--- src/rtl/br_stats_pkg.sv ---
// Shared types and helpers for the branch-statistics monitor.
// Optional mispredict-PC trace is enabled with `define BR_STATS_TRACE_EN.
package br_stats_pkg;

    // Widest counter supported; snapshot fields and the increment helper use it.
    localparam int unsigned SAT_W = 64;

    typedef enum logic [1:0] {
        IDLE,
        RUN,
        HOLD
    } br_state_e;

    typedef struct packed {
        logic [SAT_W-1:0] cyc;
        logic [SAT_W-1:0] insn;
        logic [SAT_W-1:0] br;
        logic [SAT_W-1:0] miss;
    } snap_t;

    // Returns {attempted-at-max, next value}; the value holds at 2^w-1.
    function automatic logic [SAT_W:0] sat_inc(
        input logic [SAT_W-1:0] val,
        input logic             en,
        input int unsigned      w
    );
        logic [SAT_W-1:0] max_val;
        max_val = (w >= SAT_W) ? '1 : ((SAT_W'(1) << w) - SAT_W'(1));
        if (!en) begin
            return {1'b0, val};
        end else if (val == max_val) begin
            return {1'b1, val};
        end else begin
            return {1'b0, val + SAT_W'(1)};
        end
    endfunction

endpackage

--- src/rtl/br_stats_monitor_if.sv ---
// Control, event and snapshot signals of br_stats_monitor.
// Trace signals are always present; they only carry data with BR_STATS_TRACE_EN.
interface br_stats_monitor_if #(
    parameter int unsigned CNT_W = 32
);
    logic             start_i;
    logic             stop_i;
    logic             clr_i;
    logic             br_instr_i;
    logic             br_miss_i;
    logic [31:0]      pc_i;
    logic             insn_vld_i;
    logic             snap_req_i;
    logic             snap_vld_o;
    logic [CNT_W-1:0] cyc_cnt_o;
    logic [CNT_W-1:0] insn_cnt_o;
    logic [CNT_W-1:0] br_cnt_o;
    logic [CNT_W-1:0] miss_cnt_o;
    logic             run_o;
    logic             ovf_o;
    logic             trc_pop_i;
    logic             trc_vld_o;
    logic [31:0]      trc_pc_o;
    logic             trc_drop_o;

    modport master (
        output start_i, stop_i, clr_i, br_instr_i, br_miss_i, pc_i,
               insn_vld_i, snap_req_i, trc_pop_i,
        input  snap_vld_o, cyc_cnt_o, insn_cnt_o, br_cnt_o, miss_cnt_o,
               run_o, ovf_o, trc_vld_o, trc_pc_o, trc_drop_o
    );

    modport slave (
        input  start_i, stop_i, clr_i, br_instr_i, br_miss_i, pc_i,
               insn_vld_i, snap_req_i, trc_pop_i,
        output snap_vld_o, cyc_cnt_o, insn_cnt_o, br_cnt_o, miss_cnt_o,
               run_o, ovf_o, trc_vld_o, trc_pc_o, trc_drop_o
    );

endinterface

--- src/rtl/br_stats_trace_fifo.sv ---
// First-word-fall-through FIFO of mispredicting PCs with a sticky drop flag.
// Only instantiated when BR_STATS_TRACE_EN is defined.
module br_stats_trace_fifo #(
    parameter int unsigned TRC_DEPTH = 8
) (
    input  logic        clk_i,
    input  logic        rst_i,
    input  logic        clr_i,
    input  logic        push_i,
    input  logic [31:0] pc_i,
    input  logic        pop_i,
    output logic        vld_o,
    output logic [31:0] pc_o,
    output logic        drop_o
);

    localparam int unsigned AW = $clog2(TRC_DEPTH);
    localparam logic [AW:0] FULL_CNT = (AW+1)'(TRC_DEPTH);

    logic [31:0]   mem [TRC_DEPTH];
    logic [AW-1:0] wr_q;
    logic [AW-1:0] rd_q;
    logic [AW:0]   cnt_q;
    logic          drop_q;
    logic          empty;
    logic          full;
    logic          pop_ok;
    logic          push_ok;

    assign empty   = (cnt_q == '0);
    assign full    = (cnt_q == FULL_CNT);
    assign pop_ok  = pop_i & ~empty;
    // A pop in the same cycle frees the slot a full FIFO needs for the push.
    assign push_ok = push_i & (~full | pop_ok);

    always_ff @(posedge clk_i or posedge rst_i) begin
        if (rst_i) begin
            wr_q   <= '0;
            rd_q   <= '0;
            cnt_q  <= '0;
            drop_q <= 1'b0;
        end else if (clr_i) begin
            wr_q   <= '0;
            rd_q   <= '0;
            cnt_q  <= '0;
            drop_q <= 1'b0;
        end else begin
            if (push_ok) wr_q <= wr_q + 1'b1;
            if (pop_ok)  rd_q <= rd_q + 1'b1;
            case ({push_ok, pop_ok})
                2'b10:   cnt_q <= cnt_q + 1'b1;
                2'b01:   cnt_q <= cnt_q - 1'b1;
                default: cnt_q <= cnt_q;
            endcase
            if (push_i && !push_ok) drop_q <= 1'b1;
        end
    end

    always_ff @(posedge clk_i) begin
        if (push_ok && !clr_i) mem[wr_q] <= pc_i;
    end

    assign vld_o  = ~empty;
    assign pc_o   = empty ? '0 : mem[rd_q];
    assign drop_o = drop_q;

endmodule

--- src/rtl/br_stats_monitor.sv ---
// Branch-statistics monitor: run/hold FSM, saturating live counters, snapshot handshake.
// Define BR_STATS_TRACE_EN to add the mispredict-PC trace FIFO.
module br_stats_monitor
    import br_stats_pkg::*;
#(
    parameter int unsigned CNT_W     = 32,
    parameter int unsigned TRC_DEPTH = 8
) (
    input  logic              clk_i,
    input  logic              rst_i,
    br_stats_monitor_if.slave mon
);

    br_state_e        state_q;
    br_state_e        state_d;
    logic             run;
    logic [CNT_W-1:0] cyc_q;
    logic [CNT_W-1:0] insn_q;
    logic [CNT_W-1:0] br_q;
    logic [CNT_W-1:0] miss_q;
    logic [CNT_W-1:0] cyc_inc;
    logic [CNT_W-1:0] insn_inc;
    logic [CNT_W-1:0] br_inc;
    logic [CNT_W-1:0] miss_inc;
    logic [SAT_W:0]   cyc_r;
    logic [SAT_W:0]   insn_r;
    logic [SAT_W:0]   br_r;
    logic [SAT_W:0]   miss_r;
    logic             ovf_evt;
    logic             ovf_q;
    logic             miss_evt;
    logic             snap_vld_q;
    snap_t            snap_q;
    logic             trc_vld;
    logic [31:0]      trc_pc;
    logic             trc_drop;
    logic             unused_bits;

    always_ff @(posedge clk_i or posedge rst_i) begin
        if (rst_i) state_q <= IDLE;
        else       state_q <= state_d;
    end

    // stop_i dominates start_i in every state.
    always_comb begin
        state_d = state_q;
        case (state_q)
            IDLE:    if (mon.start_i && !mon.stop_i) state_d = RUN;
            RUN:     if (mon.stop_i) state_d = HOLD;
            HOLD:    if (mon.start_i && !mon.stop_i) state_d = RUN;
            default: state_d = IDLE;
        endcase
    end

    assign run      = (state_q == RUN);
    assign miss_evt = run & mon.br_instr_i & mon.br_miss_i;

    always_comb begin
        cyc_r    = sat_inc(SAT_W'(cyc_q), run, CNT_W);
        insn_r   = sat_inc(SAT_W'(insn_q), run & mon.insn_vld_i, CNT_W);
        br_r     = sat_inc(SAT_W'(br_q), run & mon.br_instr_i, CNT_W);
        miss_r   = sat_inc(SAT_W'(miss_q), miss_evt, CNT_W);
        cyc_inc  = cyc_r[CNT_W-1:0];
        insn_inc = insn_r[CNT_W-1:0];
        br_inc   = br_r[CNT_W-1:0];
        miss_inc = miss_r[CNT_W-1:0];
        ovf_evt  = cyc_r[SAT_W] | insn_r[SAT_W] | br_r[SAT_W] | miss_r[SAT_W];
    end

    // The snapshot takes the incremented values before clr_i is applied,
    // so a same-cycle request sees that cycle's events and the pre-clear totals.
    always_ff @(posedge clk_i or posedge rst_i) begin
        if (rst_i) begin
            cyc_q      <= '0;
            insn_q     <= '0;
            br_q       <= '0;
            miss_q     <= '0;
            ovf_q      <= 1'b0;
            snap_vld_q <= 1'b0;
            snap_q     <= '0;
        end else begin
            if (mon.clr_i) begin
                cyc_q  <= '0;
                insn_q <= '0;
                br_q   <= '0;
                miss_q <= '0;
                ovf_q  <= 1'b0;
            end else begin
                cyc_q  <= cyc_inc;
                insn_q <= insn_inc;
                br_q   <= br_inc;
                miss_q <= miss_inc;
                if (ovf_evt) ovf_q <= 1'b1;
            end
            snap_vld_q <= mon.snap_req_i;
            if (mon.snap_req_i) begin
                snap_q.cyc  <= SAT_W'(cyc_inc);
                snap_q.insn <= SAT_W'(insn_inc);
                snap_q.br   <= SAT_W'(br_inc);
                snap_q.miss <= SAT_W'(miss_inc);
            end
        end
    end

    assign mon.snap_vld_o = snap_vld_q;
    assign mon.cyc_cnt_o  = snap_q.cyc[CNT_W-1:0];
    assign mon.insn_cnt_o = snap_q.insn[CNT_W-1:0];
    assign mon.br_cnt_o   = snap_q.br[CNT_W-1:0];
    assign mon.miss_cnt_o = snap_q.miss[CNT_W-1:0];
    assign mon.run_o      = run;
    assign mon.ovf_o      = ovf_q;

`ifdef BR_STATS_TRACE_EN
    br_stats_trace_fifo #(
        .TRC_DEPTH(TRC_DEPTH)
    ) u_trace (
        .clk_i  (clk_i),
        .rst_i  (rst_i),
        .clr_i  (mon.clr_i),
        .push_i (miss_evt),
        .pc_i   (mon.pc_i),
        .pop_i  (mon.trc_pop_i),
        .vld_o  (trc_vld),
        .pc_o   (trc_pc),
        .drop_o (trc_drop)
    );
    assign unused_bits = ^{cyc_r, insn_r, br_r, miss_r, snap_q};
`else
    assign trc_vld     = 1'b0;
    assign trc_pc      = '0;
    assign trc_drop    = 1'b0;
    assign unused_bits = ^{cyc_r, insn_r, br_r, miss_r, snap_q, mon.pc_i, mon.trc_pop_i};
`endif

    assign mon.trc_vld_o  = trc_vld;
    assign mon.trc_pc_o   = trc_pc;
    assign mon.trc_drop_o = trc_drop;

endmodule

--- src/flat_wrapper.sv ---
// flat-port wrapper written by rule: the top's interface ports become plain ports
module br_stats_monitor_flat import br_stats_pkg::*;
#(
    parameter int unsigned CNT_W     = 32,
    parameter int unsigned TRC_DEPTH = 8
)
  (clk_i, rst_i, mon_start_i, mon_stop_i, mon_clr_i, mon_br_instr_i, mon_br_miss_i, mon_pc_i, mon_insn_vld_i, mon_snap_req_i, mon_trc_pop_i, mon_snap_vld_o, mon_cyc_cnt_o, mon_insn_cnt_o, mon_br_cnt_o, mon_miss_cnt_o, mon_run_o, mon_ovf_o, mon_trc_vld_o, mon_trc_pc_o, mon_trc_drop_o);
  br_stats_monitor_if #(.CNT_W(CNT_W)) mon_i ();
  input  logic clk_i;
  input  logic rst_i;
  input wire logic [$bits(mon_i.start_i)-1:0] mon_start_i;
  input wire logic [$bits(mon_i.stop_i)-1:0] mon_stop_i;
  input wire logic [$bits(mon_i.clr_i)-1:0] mon_clr_i;
  input wire logic [$bits(mon_i.br_instr_i)-1:0] mon_br_instr_i;
  input wire logic [$bits(mon_i.br_miss_i)-1:0] mon_br_miss_i;
  input wire logic [$bits(mon_i.pc_i)-1:0] mon_pc_i;
  input wire logic [$bits(mon_i.insn_vld_i)-1:0] mon_insn_vld_i;
  input wire logic [$bits(mon_i.snap_req_i)-1:0] mon_snap_req_i;
  input wire logic [$bits(mon_i.trc_pop_i)-1:0] mon_trc_pop_i;
  output wire logic [$bits(mon_i.snap_vld_o)-1:0] mon_snap_vld_o;
  output wire logic [$bits(mon_i.cyc_cnt_o)-1:0] mon_cyc_cnt_o;
  output wire logic [$bits(mon_i.insn_cnt_o)-1:0] mon_insn_cnt_o;
  output wire logic [$bits(mon_i.br_cnt_o)-1:0] mon_br_cnt_o;
  output wire logic [$bits(mon_i.miss_cnt_o)-1:0] mon_miss_cnt_o;
  output wire logic [$bits(mon_i.run_o)-1:0] mon_run_o;
  output wire logic [$bits(mon_i.ovf_o)-1:0] mon_ovf_o;
  output wire logic [$bits(mon_i.trc_vld_o)-1:0] mon_trc_vld_o;
  output wire logic [$bits(mon_i.trc_pc_o)-1:0] mon_trc_pc_o;
  output wire logic [$bits(mon_i.trc_drop_o)-1:0] mon_trc_drop_o;
  assign mon_i.start_i = mon_start_i;
  assign mon_i.stop_i = mon_stop_i;
  assign mon_i.clr_i = mon_clr_i;
  assign mon_i.br_instr_i = mon_br_instr_i;
  assign mon_i.br_miss_i = mon_br_miss_i;
  assign mon_i.pc_i = mon_pc_i;
  assign mon_i.insn_vld_i = mon_insn_vld_i;
  assign mon_i.snap_req_i = mon_snap_req_i;
  assign mon_i.trc_pop_i = mon_trc_pop_i;
  assign mon_snap_vld_o = mon_i.snap_vld_o;
  assign mon_cyc_cnt_o = mon_i.cyc_cnt_o;
  assign mon_insn_cnt_o = mon_i.insn_cnt_o;
  assign mon_br_cnt_o = mon_i.br_cnt_o;
  assign mon_miss_cnt_o = mon_i.miss_cnt_o;
  assign mon_run_o = mon_i.run_o;
  assign mon_ovf_o = mon_i.ovf_o;
  assign mon_trc_vld_o = mon_i.trc_vld_o;
  assign mon_trc_pc_o = mon_i.trc_pc_o;
  assign mon_trc_drop_o = mon_i.trc_drop_o;
  br_stats_monitor #(.CNT_W(CNT_W), .TRC_DEPTH(TRC_DEPTH)) u_core (.clk_i(clk_i), .rst_i(rst_i), .mon(mon_i));
endmodule
--- config.mk ---
export PLATFORM = sky130hd
export DESIGN_NAME = br_stats_monitor_flat
export DESIGN_NICKNAME = d
export VERILOG_FILES = /design/src/rtl/br_stats_pkg.sv /design/src/rtl/br_stats_monitor_if.sv /design/src/rtl/br_stats_trace_fifo.sv /design/src/rtl/br_stats_monitor.sv /design/src/flat_wrapper.sv
export SDC_FILE = /design/constraint.sdc
export NUM_CORES = 1
export LEC_CHECK = 0
export BUFFER_PORTS_ARGS = -buffer_cell sky130_fd_sc_hd__buf_2
export CORE_AREA = 2 2 226 228
export CTS_CLUSTER_SIZE = 8
export DETAILED_ROUTE_END_ITERATION = 16
export DIE_AREA = 0 0 228 230
export PLACE_DENSITY = 0.42
export SETUP_SLACK_MARGIN = 0.3
export SYNTH_ARGS = -nofsm -noshare
export SYNTH_HDL_FRONTEND = slang
export SYNTH_SLANG_ARGS = --single-unit
--- constraint.sdc ---
create_clock -name clk_i -period 21.4 [get_ports clk_i]
set_clock_uncertainty 0.1 [all_clocks]
set_input_delay 2.14 -clock clk_i [delete_from_list [all_inputs] [get_ports clk_i]]
set_output_delay 2.14 -clock clk_i [all_outputs]
set_load 0.02 [all_outputs]
After elaboration in Yosys (flattened, before gate mapping)

Cells that the tools add are included.

$add $sub $neg: 4
Equal/unequal tests: 8
Mux-type cells: 17
Bitwise operators: 6
Reductions and logical operators: 6

Operators by type and width:

| operator                                                        | count |
|---|---|
| 65-bit 2-to-1 mux                                               | 8 |
| 32-bit by 1-bit adder with 33-bit output, second input constant | 4 |
| 32-bit == test, second input constant                           | 4 |
| 32-bit 2-to-1 mux                                               | 4 |
| 2-bit 2-to-1 mux                                                | 2 |
| 2-bit one-hot mux with 2 select lines                           | 1 |
| 1-bit AND                                                       | 3 |
| 1-bit OR                                                        | 3 |
| 2-bit by 1-bit == test with 1-bit output, second input constant | 1 |
| 2-bit == test, second input constant                            | 1 |
| 2-bit logical NOT                                               | 1 |
| 1-bit 2-to-1 mux                                                | 2 |
| 2-bit by 1-bit != test with 1-bit output, second input constant | 1 |
| 2-bit != test, second input constant                            | 1 |
| 2-bit AND reduction                                             | 1 |
| 2-bit nonzero test                                              | 1 |
| 2-bit OR reduction                                              | 1 |
| 1-bit logical AND                                               | 1 |
| 1-bit logical NOT                                               | 1 |

Bits in registers: 260
Bits of input ports: 42
Output and inout bits: 165
Word-level logic and storage cells: 52

Logic depth before layout (Yosys ltp)

Gate-level depths: netlist of the first run.

Depth after elaboration: 8
Gate-level depth with buffers: 8
Mapped depth without buffers: 6

Least setup slack after synthesis of the first run

No wires, ideal clock.

Kind: input port to flip-flop
Start: input mon_insn_vld_i
End: register u_core.snap_q, in the netlist u_core.mon.insn_cnt_o[17]
Setup time: 82 ps
Arrival time: 3611 ps
Required time: 21218 ps
Path slack: 17607 ps
Stages: 5
Path buffers: 0
Path through: nand4b_1 > or4_4 > or3_1 > or3_1 > a31oi_1

Longest elaborated chain between the ends: 2

Ends and longest elaborated chain:

| element           | line                   | RTL |
|---|---|---|
| start, declared   | flat_wrapper.sv:17     | `input wire logic [$bits(mon_i.insn_vld_i)-1:0] mon_insn_vld_i;` |
| 1-bit AND         | br_stats_monitor.sv:60 | `insn_r = sat_inc(SAT_W'(insn_q), run & mon.insn_vld_i, CNT_W);` |
| 65-bit 2-to-1 mux | br_stats_pkg.sv:29     | `if (!en) begin` |
| end, declared     | br_stats_monitor.sv:33 | `snap_t snap_q;` |

No other way between the ends.
A chain may end at the register's enable or synchronous reset.

Worst setup path after layout of the first run

Start: input mon_br_instr_i
End: register u_core.snap_q, in the netlist u_core.mon.miss_cnt_o[22]

Longest elaborated chain between the ends: 3

Ends and longest elaborated chain:

| element                | line                   | RTL |
|---|---|---|
| start, declared        | flat_wrapper.sv:14     | `input wire logic [$bits(mon_i.br_instr_i)-1:0] mon_br_instr_i;` |
| 1-bit AND (2 in a row) | br_stats_monitor.sv:56 | `assign miss_evt = run & mon.br_instr_i & mon.br_miss_i;` |
| 65-bit 2-to-1 mux      | br_stats_pkg.sv:29     |  |

No other way between the ends.

==> flow_metrics.env, run 1 <==
export IMPL_status="finished, final reports clean"
export IMPL_wl_per_cell_um=17.3
export IMPL_portBuffers=139
export IMPL_io_pins=207
export IMPL_viasPerCell=4.89
export IMPL_ant_nets=0
export IMPL_cts_max_path_buffers=3
export IMPL_fin_ws_ns=17.37
export IMPL_final_cell_mix="dfrtp_1 (260), nor2_1 (179), buf_2 (137)"
export IMPL_slowest_delay_ns=0.74
export IMPL_grt_pass1_wl_um=58700
export IMPL_root_buffer="clkbuf_16"
export IMPL_clock_sinks=260
export IMPL_worst_path_dominant_cell_family="simple AND/OR/NAND/NOR gates"
export IMPL_crit_path_start="mon_br_instr_i"
export IMPL_cts_hold_buf=0
export IMPL_worstSetupPathDepth=6
export IMPL_n_fill_cell=5370
export IMPL_dieHeight_um=230
export IMPL_die_area_mm2=0.0524
export IMPL_ys_warn_count=0
export IMPL_p_leak_uw=0.00598
export IMPL_drtIter0Drc=601
export IMPL_rsz0062_at_grt="no"
export IMPL_syn_area_mm2=0.0124
export IMPL_tns_ns=0
export IMPL_whs_path_depth=2
export IMPL_numCtsBuffers=38
export IMPL_drive_gt1_share_pct=15.1
export IMPL_ctsResizeCount=0
export IMPL_synth_largest_area_cell="dfrtp_1"
export IMPL_routed_wirelength_um=36200
export IMPL_grtUsageTotal_pct=13.9
export IMPL_synth_edf_count=0
export IMPL_grt_pass1_vias=10100
export IMPL_worst_endpoint_arrival_ns=4.38
export IMPL_power_uw=1170
export IMPL_ys_ff_latch=260
export IMPL_cts_setup_buffers=0
export IMPL_clock_latency_ns=0.54
export IMPL_gp_congestion=0.792
export IMPL_ir_drop_uv=51.7
export IMPL_criticalPathCategory="in -> reg"
export IMPL_r2r_slack_ns=18.54
export IMPL_tightestPinTransition_ns=1.23
export IMPL_setup_viol=0
export IMPL_ys_flop_type="dfrtp_1"
export IMPL_cts_tree="yes"
export IMPL_synth_seq_area_share_pct=52.4
export IMPL_start_util_pct=24.9
export IMPL_cts_clk_slew_worst_paths_ns=0.05
export IMPL_areaGrowthSynthToFinish_pct=18.2
export IMPL_rr_worst_depth=5
export IMPL_critPathBufInv=1
export IMPL_diodes=0
export IMPL_maxSlewViolCount=0
export IMPL_drc_errors=0
export IMPL_first_pass_iters=5
export IMPL_row_count=82
export IMPL_ys_types=61
export IMPL_cap_violations=0
export IMPL_hold_viol_final=0
export IMPL_power_density_mw_per_mm2=79.8
export IMPL_coreArea_mm2=0.0499
export IMPL_hp_start="u_core.mon.cyc_cnt_o[24]"
export IMPL_die_w_um=228
export IMPL_grt_max_degree=153
export IMPL_layout_commonest_cell="dfrtp_1"
export IMPL_worstReg2RegStart="u_core.state_q[1]"
export IMPL_place_hpwl_um=24300
export IMPL_grt_overflow_total=0
export IMPL_critPathRequiredTime_ns=21.75
export IMPL_fmax_mhz=248
export IMPL_nets=1456
export IMPL_critPathSlowestCell="nor4_2"
export IMPL_slew_headroom_pct=17.5
export IMPL_avgSynthCellArea_um2=9.58
export IMPL_path_max_fanout=9
export IMPL_yosys_top_cells_area="dfrtp_1 (52%), nor2_1 (5.4%), a21oi_1 (5.0%)"
export IMPL_cts_htree_levels=2
export IMPL_worstPathCellList="buf_2 > nand4b_1 > nor4_2 > o21ai_1 > or3_1 > a31oi_1"
export IMPL_post_place_ws_ns=16.69
export IMPL_synthArstFlopShare_pct=100
export IMPL_period_minus_slack_ns=4.03
export IMPL_cp_start_kind="input pin"
export IMPL_finalCritPeriodShare_pct=18.8
export IMPL_vias=10200
export IMPL_yosysTopAreaCellShare_pct=52.4
export IMPL_hold_ws_ns=0.385
export IMPL_hold_path_class="reg -> reg"
export IMPL_netlist_instances=1296
export IMPL_crit_path_end_kind="flip-flop"
export IMPL_antenna_found_initial=0
-- kinds of logic after synthesis --
kind of cell	Yosys count	share of synthesized area, %
mux	9	0.766
other cells	1	0.0302
simple gates	522	22.6
fa+ha+maj	4	0.403
xor+xnor	30	2.12
compound gates	345	16.6
flops	260	52.4
buf+inv	125	5.02
-- synthesized netlist by cell type, types with 3 or more instances --
master / n
dfrtp_1: 260
a31oi_1: 96
xor2_1: 9
nand4_1: 48
mux2i_1: 5
nand4b_1: 4
nor3_1: 12
a21oi_1: 125
nand2_1: 48
a2111oi_0: 7
clkbuf_1: 59
or4_1: 32
and4_1: 16
inv_1: 21
mux2_2: 4
nand3_1: 50
ha_1: 4
and2_1: 12
nor4_2: 4
o31ai_1: 30
a41oi_1: 3
nand3b_1: 4
nor4_1: 11
o21ai_0: 64
xnor2_1: 21
buf_4: 37
or2_2: 7
or3_1: 62
and3_1: 15
nor2b_1: 3
a311oi_1: 4
nor2_1: 179
buf_2: 6
-- state kept, by name, indices dropped and copies added, names as in the netlist --
register and count:
u_core.br_q 32, u_core.cyc_q 32, u_core.insn_q 32, u_core.miss_q 32, u_core.mon.br_cnt_o 32, u_core.mon.cyc_cnt_o 32, u_core.mon.insn_cnt_o 32, u_core.mon.miss_cnt_o 32
u_core.state_q 2, u_core.mon.ovf_o 1, u_core.mon.snap_vld_o 1
-- cell type report --
| class | count | area (µm²) | share of cell area, % |
|---|---|---|---|
| flip-flops and latches | 260 | 6510 | 44.3 |
| multi-input cells | 944 | 5430 | 37.0 |
| clock buffers | 45 | 1040 | 7.09 |
| well taps | 672 | 841 | 5.73 |
| repair buffers | 145 | 778 | 5.30 |
| inverters | 21 | 86.3 | 0.588 |
-- power breakdown --
part           switching [µW]  internal (µW)  total [µW]  leakage, µW
Sequential               12.2            510         523      0.00345
Combinational            70.0           24.8        94.8      0.00203
Clock                     218            336         554     0.000510
-- stage by stage --
stage / instances / instance area (µm²) / utilization (%)
2_1_floorplan: 1329 / 12500 / -
3_3_place_gp: 2042 / 13600 / 27.4
3_5_place_dp: 2042 / 13600 / 27.4
4_1_cts: 2087 / 14700 / 29.4
5_1_grt: 2087 / 14700 / 29.4
6_report: 2087 / 14700 / 29.4
-- path summary, 6_finish.rpt --
path | to
min in group asynchronous | u_core.mon.miss_cnt_o[22]
max in group asynchronous | u_core.mon.cyc_cnt_o[18]
worst max-delay path | u_core.mon.miss_cnt_o[22]
worst min register to register | u_core.mon.cyc_cnt_o[24]
worst max register to register | u_core.mon.miss_cnt_o[22]
worst min-delay path | u_core.mon.cyc_cnt_o[24]
-- tightest hold or removal path, delay by kind of cell (launching register included) --
kind	cells	cell delay (ns)
AO/OA/AOI/OAI	1	0.06
AND/OR/NAND/NOR	1	0.05
flip-flops	1	0.34
-- metal layers --
layer	share of wire [%]	wire [µm]	global-route usage [%]
met5	0	0	0
met4	1.8	647	4.23
met3	5.4	1960	3.55
met2	46	16600	22.0
met1	47	17000	18.7
Power figures use the tool's default switching activity.
==> inputs of run 2 (changes only) <==
clock period = 4 ns   (was 21.4 ns; I/O delays follow)
==> run 2 against run 1 <==
Net effect:
- the flow now finishes with violations (negative hold slack)
- setup slack worse by 16 ns
- total power increased to 5.4 times the previous value
- routed wire length increased by 1.1%
- via count rose by 1.5%
- combinational power grew to 5.4 times the previous value
- clock power rose to 5.4 times the previous value
- utilization rose by 0.14 points
- sequential power rose to 5.3 times the previous value
- count of clock-buffer cells in the layout is the same
- sequential cell count unchanged
- first-iteration DRC count is 7.0% lower
- register-to-register slack got worse by 17 ns
- critical path type is now reg -> reg
- largest cell class unchanged
- largest power group unchanged
- highest routed layer unchanged
==> flow_metrics.env, run 2 (same netlist as run 1, synthesis figures left out) <==
export IMPL_hold_path_class="in -> async"
export IMPL_slew_headroom_pct=38.0
export IMPL_hold_viol_final=15
export IMPL_p_switching_uw=1620
export IMPL_die_area_mm2=0.0524
export IMPL_io_pins=207
export IMPL_cts_clk_slew_worst_paths_ns=0.05
export IMPL_crit_path_end_kind="flip-flop"
export IMPL_setup_viol=0
export IMPL_row_count=82
export IMPL_status="finished, violations left"
export IMPL_clock_latency_ns=0.55
export IMPL_power_share_switching_pct=25.8
export IMPL_gp_congestion=0.815
export IMPL_maxSlewViolCount=0
export IMPL_critPathRequiredTime_ns=4.37
export IMPL_ir_drop_uv=201
export IMPL_cp_start_kind="flip-flop"
export IMPL_clock_sinks=260
export IMPL_tightestPinTransition_ns=0.927
export IMPL_grt_overflow_total=0
export IMPL_hold_ws_ns=-0.0502
export IMPL_vias=10400
export IMPL_rsz0062_at_grt="no"
export IMPL_drtIter0Drc=559
export IMPL_drive_gt1_share_pct=15.4
export IMPL_areaGrowthSynthToFinish_pct=18.8
export IMPL_start_util_pct=24.9
export IMPL_ant_nets=0
export IMPL_cts_setup_buffers=0
export IMPL_numCtsBuffers=38
export IMPL_worst_endpoint_arrival_ns=3.12
export IMPL_met1_usage_pct=19.1
export IMPL_fmax_mhz=363
export IMPL_p_leak_uw=0.00602
export IMPL_place_hpwl_um=24500
export IMPL_grtUsageMet3_pct=3.56
export IMPL_wl_per_cell_um=17.5
export IMPL_cap_violations=0
export IMPL_grt_use_met2_pct=21.7
export IMPL_path_max_fanout=14
export IMPL_portBuffers=139
export IMPL_violations="negative hold slack"
export IMPL_internal_power_uw=4660
export IMPL_grt_pass1_wl_um=58900
export IMPL_final_cell_mix="dfrtp_1 (260), nor2_1 (179), buf_2 (137)"
export IMPL_busiest_layer="met2"
export IMPL_cts_tree="yes"
export IMPL_drc_errors=0
export IMPL_criticalPathCategory="reg -> reg"
export IMPL_power_density_mw_per_mm2=426
export IMPL_p_comb_share_pct=8.1
export IMPL_tns_ns=0
export IMPL_first_pass_iters=5
export IMPL_cts_htree_levels=2
export IMPL_clkPwrFrac_pct=47.4
export IMPL_coreArea_mm2=0.0499
export IMPL_cts_hold_buf=1
export IMPL_layout_commonest_cell="dfrtp_1"
export IMPL_dieHeight_um=230
export IMPL_ctsResizeCount=0
export IMPL_grtUsageTotal_pct=14.0
export IMPL_seqPwrFrac_pct=44.5
export IMPL_diodes=0
export IMPL_finalCritPeriodShare_pct=68.9
export IMPL_routed_wirelength_um=36600
export IMPL_viasPerCell=4.95
export IMPL_grt_max_degree=140
export IMPL_grt_pass1_vias=10300
export IMPL_nets=1462
export IMPL_cts_max_path_buffers=3
export IMPL_antenna_found_initial=0
export IMPL_root_buffer="clkbuf_16"
export IMPL_period_minus_slack_ns=2.76
export IMPL_die_w_um=228
export IMPL_n_fill_cell=5299
## run 2: cell count changes in the layout (fill, tap and decap cells not counted), sizes merged
| cell | delta |
|---|---|
| buf | +5 |
| dlygate4sd3 | +1 |
| inv | -1 |
| clkinvlp | +1 |
## run 2: area by class of cell
class / instances / area [µm²] / area share, %
multi-input cells: 944 / 5430 / 36.8
clock buffers: 45 / 1040 / 7.06
flip-flops and latches: 260 / 6510 / 44.1
well taps: 672 / 841 / 5.70
repair buffers: 151 / 851 / 5.77
inverters: 21 / 82.6 / 0.560
## run 2: critical path: stages, from the launching register on
cell and delay, ns:
dfrtp_1 0.39, ha_1 0.20, nand3_1 0.20, or4_1 0.65, nor3_2 0.68, o21ai_0 0.26
a31oi_1 0.20
## run 2: final timing paths
path / end / from / cells past startpoint / slack (ns)
min in group clk_i: u_core.state_q[0] / mon_start_i / 3 / 0.04
min reg2reg: u_core.mon.cyc_cnt_o[24] / u_core.mon.cyc_cnt_o[24] / 2 / 0.39
max reg2reg: u_core.mon.br_cnt_o[16] / u_core.br_q[0] / 6 / 1.24
max in group asynchronous: u_core.mon.cyc_cnt_o[7] / rst_i / 3 / 3.10
min: u_core.mon.insn_cnt_o[31] / rst_i / 3 / -0.05
max: u_core.mon.br_cnt_o[16] / u_core.br_q[0] / 6 / 1.24
## run 2: power by group through the flow
stage                     Combinational, µW  Clock (µW)  Sequential, µW
after global placement                  530           0            2840
after CTS                               532        3110            2800
after floorplan                         252           0            2940
after global routing                    567        3200            2810
after detailed placement                529           0            2840
final                                   512        2980            2790
## run 2: metrics by stage
step | std cells | total power (µW) | worst slack [ns] | utilization, % | instance area [µm²]
final | 2093 | 6290 | 1.24 | 29.6 | 14700
after CTS | 2093 | 6440 | 1.23 | 29.6 | 14700
after floorplan | 1329 | 3190 | 0.0724 | - | 12500
after global placement | 2047 | 3370 | 1.28 | 27.5 | 13700
after global routing | 2093 | 6570 | 0.956 | 29.6 | 14700
after detailed placement | 2047 | 3370 | 1.24 | 27.5 | 13700
## run 2: layer usage
layer	share of wire, %	vias to the layer above
li1	-	4993
met1	47	5084
met2	46	227
met3	5.3	58
met4	2.1	0
met5	0	-
